<file path="src/rtl/sd_cmd_engine.sv">
// sd_cmd_engine: SD CMD-line engine serialising commands with CRC7 and capturing 48/136-bit responses
module sd_cmd_engine #(
  parameter int CLK_DIV_W    = 8,
  parameter int INIT_CLKS    = 80,
  parameter int RESP_TIMEOUT = 64,
  parameter int NCC_CLKS     = 8
) (
  input  logic                 clk_clk,
  input  logic                 reset_reset,
  input  logic [CLK_DIV_W-1:0] clk_div,
  input  logic                 cmd_valid,
  output logic                 cmd_ready,
  input  logic [5:0]           cmd_index,
  input  logic [31:0]          cmd_arg,
  input  logic [1:0]           resp_type,
  output logic                 resp_valid,
  output logic [5:0]           resp_index,
  output logic [127:0]         resp_data,
  output logic                 resp_timeout,
  output logic                 resp_crc_err,
  output logic                 sd_clk,
  output logic                 sd_cmd_o,
  output logic                 sd_cmd_oe,
  input  logic                 sd_cmd_i
);
  typedef enum logic [2:0] {INIT, IDLE, SEND, WAIT_RESP, RECV, TRAIL} state_t;
  state_t state, state_nx;
  logic [CLK_DIV_W-1:0] div_q, div_cnt;
  logic [31:0] cnt;
  logic [39:0] tx_sh;
  logic [127:0] rx_sh;
  logic [6:0] crc;
  logic [1:0] type_q;
  logic timeout_q, got_q;
  logic run, tick, rise, fall, inc, accept, is_long, done;

  function automatic logic [6:0] crc_step(input logic [6:0] c, input logic b);
    crc_step = {c[5:3], c[2] ^ b ^ c[6], c[1:0], b ^ c[6]};
  endfunction

  assign run     = state != IDLE;
  assign tick    = run && div_cnt == div_q;
  assign rise    = tick && !sd_clk;
  assign fall    = tick && sd_clk;
  assign inc     = state == SEND ? fall : rise;
  assign accept  = cmd_valid && cmd_ready;
  assign is_long = type_q == 2'b11;
  assign done    = state == TRAIL && state_nx == IDLE;

  always_ff @(posedge clk_clk) begin
    if (reset_reset) state <= INIT;
    else state <= state_nx;
  end

  always_comb begin
    state_nx = state;
    case (state)
      INIT:      if (fall && cnt == INIT_CLKS) state_nx = IDLE;
      IDLE:      if (cmd_valid) state_nx = SEND;
      SEND:      if (fall && cnt == 32'd48) state_nx = type_q == 2'b00 ? TRAIL : WAIT_RESP;
      WAIT_RESP: if (rise) state_nx = !sd_cmd_i ? RECV : cnt == RESP_TIMEOUT - 1 ? TRAIL : WAIT_RESP;
      RECV:      if (rise && cnt == (is_long ? 32'd135 : 32'd47)) state_nx = TRAIL;
      TRAIL:     if (fall && cnt == NCC_CLKS) state_nx = IDLE;
      default:   state_nx = INIT;
    endcase
  end

  always_comb begin
    cmd_ready = state == IDLE;
  end

  always_ff @(posedge clk_clk) begin
    if (reset_reset) begin
      div_q        <= clk_div;
      div_cnt      <= '0;
      cnt          <= '0;
      sd_clk       <= 1'b0;
      sd_cmd_o     <= 1'b1;
      sd_cmd_oe    <= 1'b0;
      tx_sh        <= '0;
      rx_sh        <= '0;
      crc          <= '0;
      type_q       <= '0;
      timeout_q    <= 1'b0;
      got_q        <= 1'b0;
      resp_valid   <= 1'b0;
      resp_index   <= '0;
      resp_data    <= '0;
      resp_timeout <= 1'b0;
      resp_crc_err <= 1'b0;
    end else begin
      div_cnt <= (!run || tick) ? '0 : div_cnt + 1'b1;
      if (tick) sd_clk <= ~sd_clk;
      cnt <= state != state_nx ? (state_nx == RECV ? 32'd1 : 32'd0) : cnt + {31'b0, inc};
      if (state == INIT) sd_cmd_oe <= state_nx == INIT;
      else if (fall) sd_cmd_oe <= state_nx == SEND || state_nx == TRAIL;
      if (fall) sd_cmd_o <= state == SEND && cnt < 32'd47 ? (cnt < 32'd40 ? tx_sh[39] : crc[6]) : 1'b1;
      if (accept) begin
        div_q        <= clk_div;
        type_q       <= resp_type;
        tx_sh        <= {2'b01, cmd_index, cmd_arg};
        crc          <= '0;
        timeout_q    <= 1'b0;
        got_q        <= 1'b0;
        resp_timeout <= 1'b0;
        resp_crc_err <= 1'b0;
      end else if (state == SEND && fall) begin
        if (cnt < 32'd40) begin
          tx_sh <= tx_sh << 1;
          crc   <= crc_step(crc, tx_sh[39]);
        end else crc <= crc << 1;
      end else if (state == WAIT_RESP && rise) begin
        if (!sd_cmd_i) begin
          rx_sh <= '0;
          crc   <= '0;
          got_q <= 1'b1;
        end else if (state_nx == TRAIL) timeout_q <= 1'b1;
      end else if (state == RECV && rise) begin
        rx_sh <= {rx_sh[126:0], sd_cmd_i};
        if (is_long ? (cnt >= 32'd8 && cnt <= 32'd127) : cnt <= 32'd39) crc <= crc_step(crc, sd_cmd_i);
      end
      resp_valid <= done;
      if (done) begin
        resp_timeout <= timeout_q;
        resp_crc_err <= got_q && type_q[0] && crc != rx_sh[7:1];
        if (got_q) begin
          resp_index <= is_long ? 6'd0 : rx_sh[45:40];
          resp_data  <= is_long ? rx_sh : {96'b0, rx_sh[39:8]};
        end
      end
    end
  end
endmodule

</file>
<file path="config.mk">
export PLATFORM = sky130hd
export DESIGN_NAME = sd_cmd_engine
export DESIGN_NICKNAME = d
export VERILOG_FILES = /design/src/rtl/sd_cmd_engine.sv
export SDC_FILE = /design/constraint.sdc
export NUM_CORES = 1
export LEC_CHECK = 0
export CORE_ASPECT_RATIO = 1.2
export CORE_UTILIZATION = 55
export DETAILED_ROUTE_END_ITERATION = 10
export GPL_ROUTABILITY_DRIVEN = 0
export GPL_TIMING_DRIVEN = 0
export PLACE_DENSITY_LB_ADDON = 0.05
export SKIP_CTS_REPAIR_TIMING = 1
export SKIP_LAST_GASP = 1
export SLEW_MARGIN = 20
export SYNTH_ARGS = -nofsm -noshare
export SYNTH_HDL_FRONTEND = slang
export SYNTH_SLANG_ARGS = --single-unit
</file>
<file path="constraint.sdc">
create_clock -name clk_clk -period 7.5 [get_ports clk_clk]
set_input_delay 1.5 -clock clk_clk [delete_from_list [all_inputs] [get_ports clk_clk]]
set_output_delay 1.5 -clock clk_clk [all_outputs]
set_load 0.1 [all_outputs]
</file>
==> impl_metrics.ini <==
[status]
status = complete, no violations

[power_and_ir_drop]
seq_power_share_pct = 50.6
peakVddDrop_mv = 0.1670
p_clk_share_pct = 47.2
pwr-share-comb_pct = 2.2
switchingPower_mw = 0.8022
intPower_mw = 3.115
p_per_area_mw_per_mm2 = 219.9
netSwitchingFraction_pct = 20.48
power_leakage_nw = 5.879

[critical_path]
r2r_end = cnt[31]$_SDFF_PP0_
cp-end-kind = primary output
critPathArrivalTime_ns = 2.75
critPathRequiredTime_ns = 6.00
r2r_slack_ns = 4.27
critPathMaxFanout = 9
r2r_start = state[1]$_SDFF_PP0_
crit_path_start_kind = flop
reg2reg_depth = 11
path_class = flop to primary output

[timing]
hold_viol = 0
min_period_over_period_pct = 56.72
fmaxAchievable_mhz = 235.1
tns_ns = 0
period_minus_slack_ns = 4.254
setup_violations = 0
finalWorstSetupSlack_ns = 3.246
timing.hold.ws_ns = 0.4526
slew_violations = 0
tightest_slew_ns = 1.069
relSlewSlack_pct = 28.50
rsz0062_at_grt = false
clock_skew_ns = 0.01663

[detailed_routing]
post_drt_wl_per_cell_um = 16.57
viasPerCell = 5.670
first_pass_iters = 5
drc = 0
drt_iter0_drc = 861
ant_nets = 0
finalWirelength_um = 37300
vias = 12760

[run]
cap_violations = 0

[die]
core_region_area_mm2 = 0.02546
die_w_um = 149.1
dieArea_mm2 = 0.02661
rows = 64
die_h_um = 178.5
start_util_pct = 56.07
ios = 193

[placed_design]
port_buffers = 190
hpwlAfterDp_um = 25770
dp_slack_ns = 3.804
dp.cells = 2184

[synthesis]
synth_cells = 1664
synth_top_flop_cell = dfxtp_1
synth_edf_count = 8
post_synth.cell_area_avg_um2 = 8.580
yosysSeqAreaShare_pct = 52.44
synth_seq_cells = 370
yosys.area.top_type_share_pct = 50.76
synth_most_common_cell = dfxtp_1
ys_types = 56
synthTopCellsByArea = dfxtp_1 51%, nand2_1 7.3%, nor2_1 7.0%, a22oi_1 6.9%, nand3_1 4.5%
synth_top_area_cell = dfxtp_1
syn_nets = 1719
syn_area_mm2 = 0.01428
yosys-top-cells-count = 362 x dfxtp_1, 276 x nand2_1, 265 x nor2_1
ys_warn_count = 0
async_flop_share_pct = 0

[grt]
gr-total-overflow = 0
grt_pass1_vias = 12170
track_usage_pct = 28.03
grt_pass1_wl_um = 60160
grt_max_degree = 17
antenna_found_initial = 3

[clocking]
cts_tree = yes
cts_buffer_depth = 3
clk_pin_slew_ns = 0.06
cts.sinks = 370
htreeDepth = 2
cts_made_buffers = 37
worstSkewPairLatency_ns = 0.53
cts_root_buffer = clkbuf_16

[cells_and_area]
drive_gt1_share_pct = 5.003
fill_cells = 2110
final_cells = 2251
area_delta_synth_final_pct = 24.74
utilization_pct = 69.94
num-nets-final = 1948

[hold_path]
hold_depth = 2
hold_path.class = flop to flop
worst_hold_path.endpoint = resp_data[69]$_SDFFE_PP0P_
min_from = resp_data[69]$_SDFFE_PP0P_
==> how the worst max path moves through the flow <==
stage                             start                 end  slack, ns  cells after the start
global route        state[0]$_SDFF_PP0_           cmd_ready       3.13                      4
detailed placement  state[0]$_SDFF_PP0_           cmd_ready       3.80                      4
floorplan           sd_clk$_SDFFE_PP0N_  cnt[29]$_SDFF_PP0_       4.31                     11
global placement    state[0]$_SDFF_PP0_           cmd_ready       3.82                      4
finish              state[0]$_SDFF_PP0_           cmd_ready       3.25                      4
CTS                 state[0]$_SDFF_PP0_           cmd_ready       3.25                      4
==> kinds of logic after synthesis <==
kind of cell | Yosys count | synth area share, %
AND/OR/NAND/NOR | 745 | 22.41
flip-flops | 370 | 52.44
AO/OA/AOI/OAI | 344 | 16.97
buffers and inverters | 145 | 4.408
XOR/XNOR | 55 | 3.374
adder cells (fa/ha/maj) | 3 | 0.2629
multiplexers | 2 | 0.1402
==> power by group through the flow <==
stage | registers (mW) | clock network (mW) | logic [mW]
after floorplan | 2.03 | 0 | 0.0386
after global placement | 2.02 | 0 | 0.0863
after detailed placement | 2.02 | 0 | 0.0869
after CTS | 1.98 | 1.87 | 0.0871
after global routing | 1.98 | 1.96 | 0.0939
final | 1.98 | 1.85 | 0.0868
==> metal layers <==
| metal | GRT usage (%) | share of wire [%] | vias to the layer above |
|---|---|---|---|
| met5 | 0 | 0.046 | - |
| met4 | 11.14 | 3.3 | 2 |
| met3 | 6.598 | 6.2 | 84 |
| met2 | 48.66 | 49 | 327 |
| met1 | 33.16 | 42 | 6077 |
| li1 | - | - | 6274 |
==> flip-flops by register name (all words and copies together) (netlist names), 2 cells and up <==
signal / flops
div_q: 8
cnt: 32
crc: 7
type_q: 2
rx_sh: 128
tx_sh: 40
resp_data: 128
state: 3
resp_index: 6
div_cnt: 8
==> worst max-delay path, stage by stage (launching register included) <==
cell and delay [ns]:
dfxtp_1 0.45, and2b_1 0.27, nor2b_1 0.14, buf_2 0.21
clkdlybuf4s50_1 1.16
==> layout make-up <==
cell class                      count  area (um2)  share of cell area [%]
Tap cell                          330       412.9                   2.318
Sequential cell                   370        7487                   42.04
Timing Repair Buffer              190        1902                   10.68
Buffer                            138       603.1                   3.386
Multi-Input combinational cell   1149        6161                   34.59
Clock inverter                      4       73.82                  0.4145
Clock buffer                       61        1139                   6.393
Antenna cell                        2       5.005                 0.02810
Inverter                            7       26.28                  0.1475
==> metrics by stage <==
stage / total power, mW / area [um2]
global placement: 2.110 / 16590
CTS: 3.940 / 17800
finish: 3.917 / 17810
detailed placement: 2.111 / 16590
floorplan: 2.065 / 14280
global route: 4.030 / 17810
==> placed cells by master (no fill, tap or decap), drive strengths merged, types with 32 or more instances in the layout <==
cell type      count
dfxtp            362
nand2            276
nor2             265
clkdlybuf4s50    190
clkbuf           163
a22oi            132
nand3            127
a21oi            116
a311oi            69
buf               36
xor2              32
Note: power is estimated with default switching activity, not from simulation.
